<file path="src/rtl/instr_fetch_unit.sv">
// rtl/instr_fetch_unit.sv - PC holder and req/ack instruction fetcher feeding the decoder.
// Optional misaligned-redirect trap: define MISALIGN_CHECK_EN.
module instr_fetch_unit #(
    parameter logic [31:0] RESET_PC = 32'h0000_0000
) (
    input  logic        clk,
    input  logic        rst,
    output logic        mem_read,
    output logic [31:0] mem_addr,
    input  logic [31:0] mem_rdata,
    input  logic        mem_ack,
    input  logic        stall,
    input  logic        branch_taken,
    input  logic [31:0] branch_target,
    output logic [31:0] instruction,
    output logic [31:0] pc,
    output logic        instr_valid,
    output logic        fetch_fault
);

`ifdef MISALIGN_CHECK_EN
    typedef enum logic [1:0] {
        ST_FETCH = 2'd0,
        ST_ISSUE = 2'd1,
        ST_HALT  = 2'd2
    } state_t;
`else
    typedef enum logic [1:0] {
        ST_FETCH = 2'd0,
        ST_ISSUE = 2'd1
    } state_t;
`endif

    state_t      r_state;
    state_t      w_next_state;
    logic [31:0] r_fetch_pc;
    logic [31:0] r_instruction;
    logic [31:0] r_pc;
    logic        r_instr_valid;
    logic        w_redirect;
    logic        w_misaligned;
    logic [31:0] w_target;

    assign w_redirect = branch_taken && (r_state == ST_FETCH || r_state == ST_ISSUE);
    assign w_target   = {branch_target[31:2], 2'b00};

`ifdef MISALIGN_CHECK_EN
    logic r_fault;
    assign w_misaligned = branch_target[1:0] != 2'b00;
    assign fetch_fault  = r_fault;

    always_ff @(posedge clk) begin
        if (rst) begin
            r_fault <= 1'b0;
        end else if (w_redirect && w_misaligned) begin
            r_fault <= 1'b1;
        end
    end
`else
    logic w_unused_tgt_lo;
    assign w_unused_tgt_lo = ^branch_target[1:0];
    assign w_misaligned    = 1'b0;
    assign fetch_fault     = 1'b0;
`endif

    always_ff @(posedge clk) begin
        if (rst) begin
            r_state <= ST_FETCH;
        end else begin
            r_state <= w_next_state;
        end
    end

    always_comb begin
        w_next_state = r_state;
        mem_read     = 1'b0;
        case (r_state)
            ST_FETCH: begin
                mem_read = 1'b1;
                if (!branch_taken && mem_ack) begin
                    w_next_state = ST_ISSUE;
                end
            end
            ST_ISSUE: begin
                if (!branch_taken && !stall) begin
                    w_next_state = ST_FETCH;
                end
            end
            default: begin
                w_next_state = r_state;
            end
        endcase
        if (w_redirect) begin
`ifdef MISALIGN_CHECK_EN
            w_next_state = w_misaligned ? ST_HALT : ST_FETCH;
`else
            w_next_state = ST_FETCH;
`endif
        end
    end

    // A redirect drops any word returning in the same cycle.
    always_ff @(posedge clk) begin
        if (rst) begin
            r_fetch_pc    <= RESET_PC;
            r_instruction <= 32'h0000_0013;
            r_pc          <= RESET_PC;
            r_instr_valid <= 1'b0;
        end else if (w_redirect) begin
            r_instr_valid <= 1'b0;
            if (!w_misaligned) begin
                r_fetch_pc <= w_target;
            end
        end else if (r_state == ST_FETCH && mem_ack) begin
            r_instruction <= mem_rdata;
            r_pc          <= r_fetch_pc;
            r_fetch_pc    <= r_fetch_pc + 32'd4;
            r_instr_valid <= 1'b1;
        end else if (r_state == ST_ISSUE && !stall) begin
            r_instr_valid <= 1'b0;
        end
    end

    assign mem_addr    = r_fetch_pc;
    assign instruction = r_instruction;
    assign pc          = r_pc;
    assign instr_valid = r_instr_valid;

endmodule

</file>
<file path="config.mk">
export PLATFORM = sky130hd
export DESIGN_NAME = instr_fetch_unit
export DESIGN_NICKNAME = d
export VERILOG_FILES = /design/src/rtl/instr_fetch_unit.sv
export SDC_FILE = /design/constraint.sdc
export NUM_CORES = 1
export LEC_CHECK = 0
export ABC_AREA = 1
export CAP_MARGIN = 20
export CORE_MARGIN = 2
export CORE_UTILIZATION = 44
export CTS_CLUSTER_SIZE = 14
export DETAILED_ROUTE_END_ITERATION = 8
export PLACE_DENSITY = 0.83
export SLEW_MARGIN = 20
export SYNTH_ARGS = -nofsm -noshare
export SYNTH_HDL_FRONTEND = slang
export SYNTH_SLANG_ARGS = --single-unit
</file>
<file path="constraint.sdc">
create_clock -name clk -period 2.2 [get_ports clk]
set_clock_uncertainty 0.1 [all_clocks]
set_input_delay 0.44 -clock clk [delete_from_list [all_inputs] [get_ports clk]]
set_output_delay 0.44 -clock clk [all_outputs]
set_load 0.01 [all_outputs]
</file>
## Yosys cells after proc, flatten, opt, wreduce, memory -nomap -nowiden

Cells that the tools add are included.

| word-level totals | value |
|---|---|
| register bits after elaboration | 99 |
| input port bits | 69 |
| output and inout port bits | 99 |

| operators by class | value |
|---|---|
| add/sub/neg operators | 1 |
| equal/unequal tests | 3 |
| muxes and demuxes | 8 |
| bitwise logic cells | 1 |
| reductions and logical operators | 15 |

Operator list:

| kind | count |
|---|---|
| 32-bit two-way mux | 2 |
| 32-bit by 3-bit adder with 32-bit output, second input constant | 1 |
| 2-bit nonzero test | 3 |
| 1-bit logical AND | 5 |
| 2-bit two-way mux | 2 |
| 2-bit by 1-bit inequality test with 1-bit output, second input constant | 2 |
| 2-bit one-hot mux with 2 select lines | 1 |
| 1-bit two-way mux | 3 |
| 3-bit AND reduction | 1 |
| 2-bit by 1-bit equality test with 1-bit output, second input constant | 1 |
| 1-bit zero test | 2 |
| 2-bit zero test | 1 |
| 2-bit AND reduction | 1 |
| 2-bit OR reduction | 1 |
| 1-bit logical OR | 1 |
| 1-bit NOT | 1 |

## Logic depth before layout (Yosys ltp)

| logic depth | value |
|---|---|
| word-level depth | 5 |
| mapped depth | 11 |
| depth with buffers taken out | 11 |

## Worst setup path after synthesis

Ideal clock, no wire load.

| timing | value |
|---|---|
| path type | register -> register |
| start | register r_fetch_pc[2] (netlist: mem_addr[2]) |
| end | register r_fetch_pc[16] (netlist: mem_addr[16]) |
| setup time | 0.113 ns |
| arrival time | 1.413 ns |
| path slack | 0.574 ns |
| cell stages (with the launch flop) | 11 |
| buffers on the path | 0 |
| clock period less this slack | 1.626 ns |
| cells stage by stage | dfxtp_1 -> ha_1 -> inv_1 -> nor2_4 -> nand2_4 -> nor2_4 -> nand2_1 -> nand3_1 -> nand3_1 -> o21ai_1 -> inv_1 |

| on the way | value |
|---|---|
| cells in the longest elaborated chain, start to end | 3 |

Ends and longest elaborated chain:

| item | line | text |
|---|---|---|
| from (decl) | 36 | `logic [31:0] r_fetch_pc;` |
| from (signal assigned) | 112 | `r_fetch_pc <= w_target;` |
| from (signal assigned) | 117 | `r_fetch_pc <= r_fetch_pc + 32'd4;` |
| 32-bit by 3-bit adder with 32-bit output | 117 |  |
| 32-bit two-way mux | 114 | `end else if (r_state == ST_FETCH && mem_ack) begin` |
| 32-bit two-way mux | 109 | `end else if (w_redirect) begin` |

No other way between the ends. The select of a mux whose other input is x is not followed.
A chain may end at the register's enable or synchronous reset.

## Final worst setup path

| timing | value |
|---|---|
| start | register r_fetch_pc[9] (netlist: mem_addr[9]) |
| end | output port mem_addr[9] |

RTL lines:

| item | line | text |
|---|---|---|
| to (decl) | 9 | `output logic [31:0] mem_addr,` |

No word-level cell between the ends.

==> impl_metrics.yaml <==
setup_path:
  endpoint: "mem_addr[9]"
  r2r_cells: 8
  slowest_stage: "clkdlybuf4s50_1"
  reg2reg_slack_ps: 420
  cp-start-kind: "flop"
  r2r-end: "mem_addr[23]"
  crit_family: "buffers and inverters"
  critPathBufInv: 1
  cp.depth: 1
  crit_path_max_incr_delay_ps: 640
  end_kind: "output pin"
  startpoint: "mem_addr[9]"
  crit_fanout: 6
  path_cells: "clkdlybuf4s50_1"
  path_class: "flop to output pin"
  critical_path_required_ps: 1660
  cp.arrival_ps: 1490
  r2r-start: "mem_addr[9]"
run:
  drv_cap: 0
synth:
  netlist-cell-type-count: 39
  synth.avg_cell_area_sq_um: 6.92
  synth_top_family_by_area: "simple AND/OR/NAND/NOR gates"
  synth_seq_cells: 94
  synthArstFlopShare: 0
  synth_xor_area_frac: 0.00800
  synth_compound_gate_area_share: 0.137
  synth_flop_cell: "dfxtp_1"
  synth_seq_area_share: 0.430
  synth_edf_count: 0
  netlist_area_sq_um: 4380
  syn_inst: 633
  synth-simple-area-share: 0.345
  muxShareOfSynthArea: 0
  synth_fa_ha_area_frac: 0.00286
  synthesis.yosys.warnings: 0
clock_network:
  cts_tree: "yes"
  cts_resized: 0
  cts_sinks: 94
  clockRootBuffer: "clkbuf_8"
  clk_pin_slew_ps: 90
  cts_buffer_depth: 2
  cts_inserted_buffers: 9
  htreeDepth: 3
  ctsHoldBuffers: 0
  clk_latency_ps: 360
  post_cts_buffers: 0
detailed_routing:
  wl_per_cell_microns: 15.0
  wl_microns: 13800
  vias_per_cell: 5.14
  first_pass_iters: 5
  antenna_left: 0
  dr_total_vias: 4747
  drcViolationCount: 0
  drt-initial-drc-count: 190
die:
  dieArea_sq_um: 10800
  row_count: 36
  io-pin-count: 168
  start_util: 0.450
  core_area_sq_um: 9730
  die_h_microns: 104
  die_w_microns: 104
timing:
  slew_viol_final: 0
  rsz0062_at_grt: "no"
  whs_ps: 363
  finalCritPeriodShare: 0.925
  finalSetupTns_ps: 0
  fin_crit_ps: 2030
  max_freq_ghz: 0.492
  hold_viol_final: 0
  setup_viol: 0
placed_design:
  dp_cells: 909
  dpl.hpwl_microns: 9990
  gpl.final_weighted_congestion: 0.848
  place.port_buffers: 160
power:
  power_density_nw_per_um2: 575
  leakage_nw: 2.54
  ir_drop_v: 0.000421
  report.power.total_mw: 3.62
grt:
  grt_use_total: 0.257
  grt_max_degree: 45
  gr-total-overflow: 0
  grt_pass1_wl_microns: 22400
  grt_pass1_vias: 4750
  antenna_found_initial: 0
finish:
  syn2layout_area_growth_pct: 44.0
  utilization: 0.648
  nFillCells: 855
  drive_gt1_frac: 0.0696
  diodes: 0
  layout.nets: 857
  regArea_sq_um: 1880
  final_cells: 923
  multiInputGateArea_sq_um: 2180
status:
  status: "completed"
worst_hold_path:
  hp-class: "flop to flop"
==> cell usage after synthesis (7+ instances only) <==
cell      instances  area (sq um)
a21oi_1          29           145
a31oi_1           8          50.1
buf_2            14          70.1
clkbuf_1         14          52.6
dfxtp_1          94          1880
inv_1            36           135
inv_2             7          26.3
nand2_1         142           533
nand2_2           7          43.8
nand3_1          34           170
nor2_1          131           492
o21ai_0          52           260
==> placed cells by master (no fill, tap or decap), types with 2 or more instances in the layout <==
cell type          n
clkbuf_1           2
o211ai_1           4
o21ai_0           52
a21oi_1           29
nand2_1          142
nand4_1            6
clkbuf_8          10
buf_12             4
nand3_1           34
nor2_4             5
nor2_2             2
conb_1             5
nand2_4            3
buf_4             11
xor2_1             3
inv_1             36
o21a_1             6
o21ai_1            2
inv_2              7
clkdlybuf4s50_1  160
nor3_1             6
clkinv_2           2
nand3b_1           3
nor3b_1            2
nor2_8             2
nand2_2            7
a31oi_1            8
dfxtp_1           94
nor2_1           131
==> kinds of logic after synthesis <==
| family | count (synthesis) |
|---|---|
| xor+xnor | 4 |
| flops | 94 |
| other cells | 1 |
| simple gates | 346 |
| compound gates | 108 |
| fa+ha+maj | 1 |
| buf+inv | 79 |
==> registers in the layout (all words and copies together) (netlist names) <==
name	count
instr_valid	1
instruction	32
mem_addr	30
pc	30
r_state	1
==> how the worst min path moves through the flow <==
stage          cells past startpoint           start              to
4_1_cts                            2           pc[8]           pc[8]
2_1_floorplan                      2      r_state[0]      r_state[0]
3_3_place_gp                       2  instruction[0]  instruction[0]
5_1_grt                            2           pc[5]           pc[5]
6_report                           2          pc[15]          pc[15]
3_5_place_dp                       2  instruction[1]  instruction[1]
==> stage by stage <==
step,instance area [sq um],worst slack [ps]
5_1_grt,6310,120
3_3_place_gp,6150,104
4_1_cts,6310,161
6_report,6310,166
3_5_place_dp,6150,80.5
2_1_floorplan,4400,574
==> cell type report <==
cell class                      instances  area share
Multi-Input combinational cell        464       0.345
Sequential cell                        94       0.298
Timing Repair Buffer                  175       0.280
Tap cell                              133      0.0264
Inverter                               43      0.0256
Clock buffer                           12      0.0230
Clock inverter                          2     0.00159
==> power by group <==
part | internal, mW | switching [mW] | total [mW]
clock | 0.427 | 0.573 | 1.00
sequential | 1.80 | 0.0940 | 1.90
combinational | 0.386 | 0.340 | 0.725
==> layer usage <==
metal | up-vias | GRT usage | wire [microns]
li1 | 2339 | - | -
met1 | 2182 | 0.291 | 5520
met2 | 202 | 0.452 | 6660
met3 | 24 | 0.0736 | 1340
met4 | 0 | 0.106 | 288
met5 | - | 0 | 0
(Power assumes the default switching activity.)
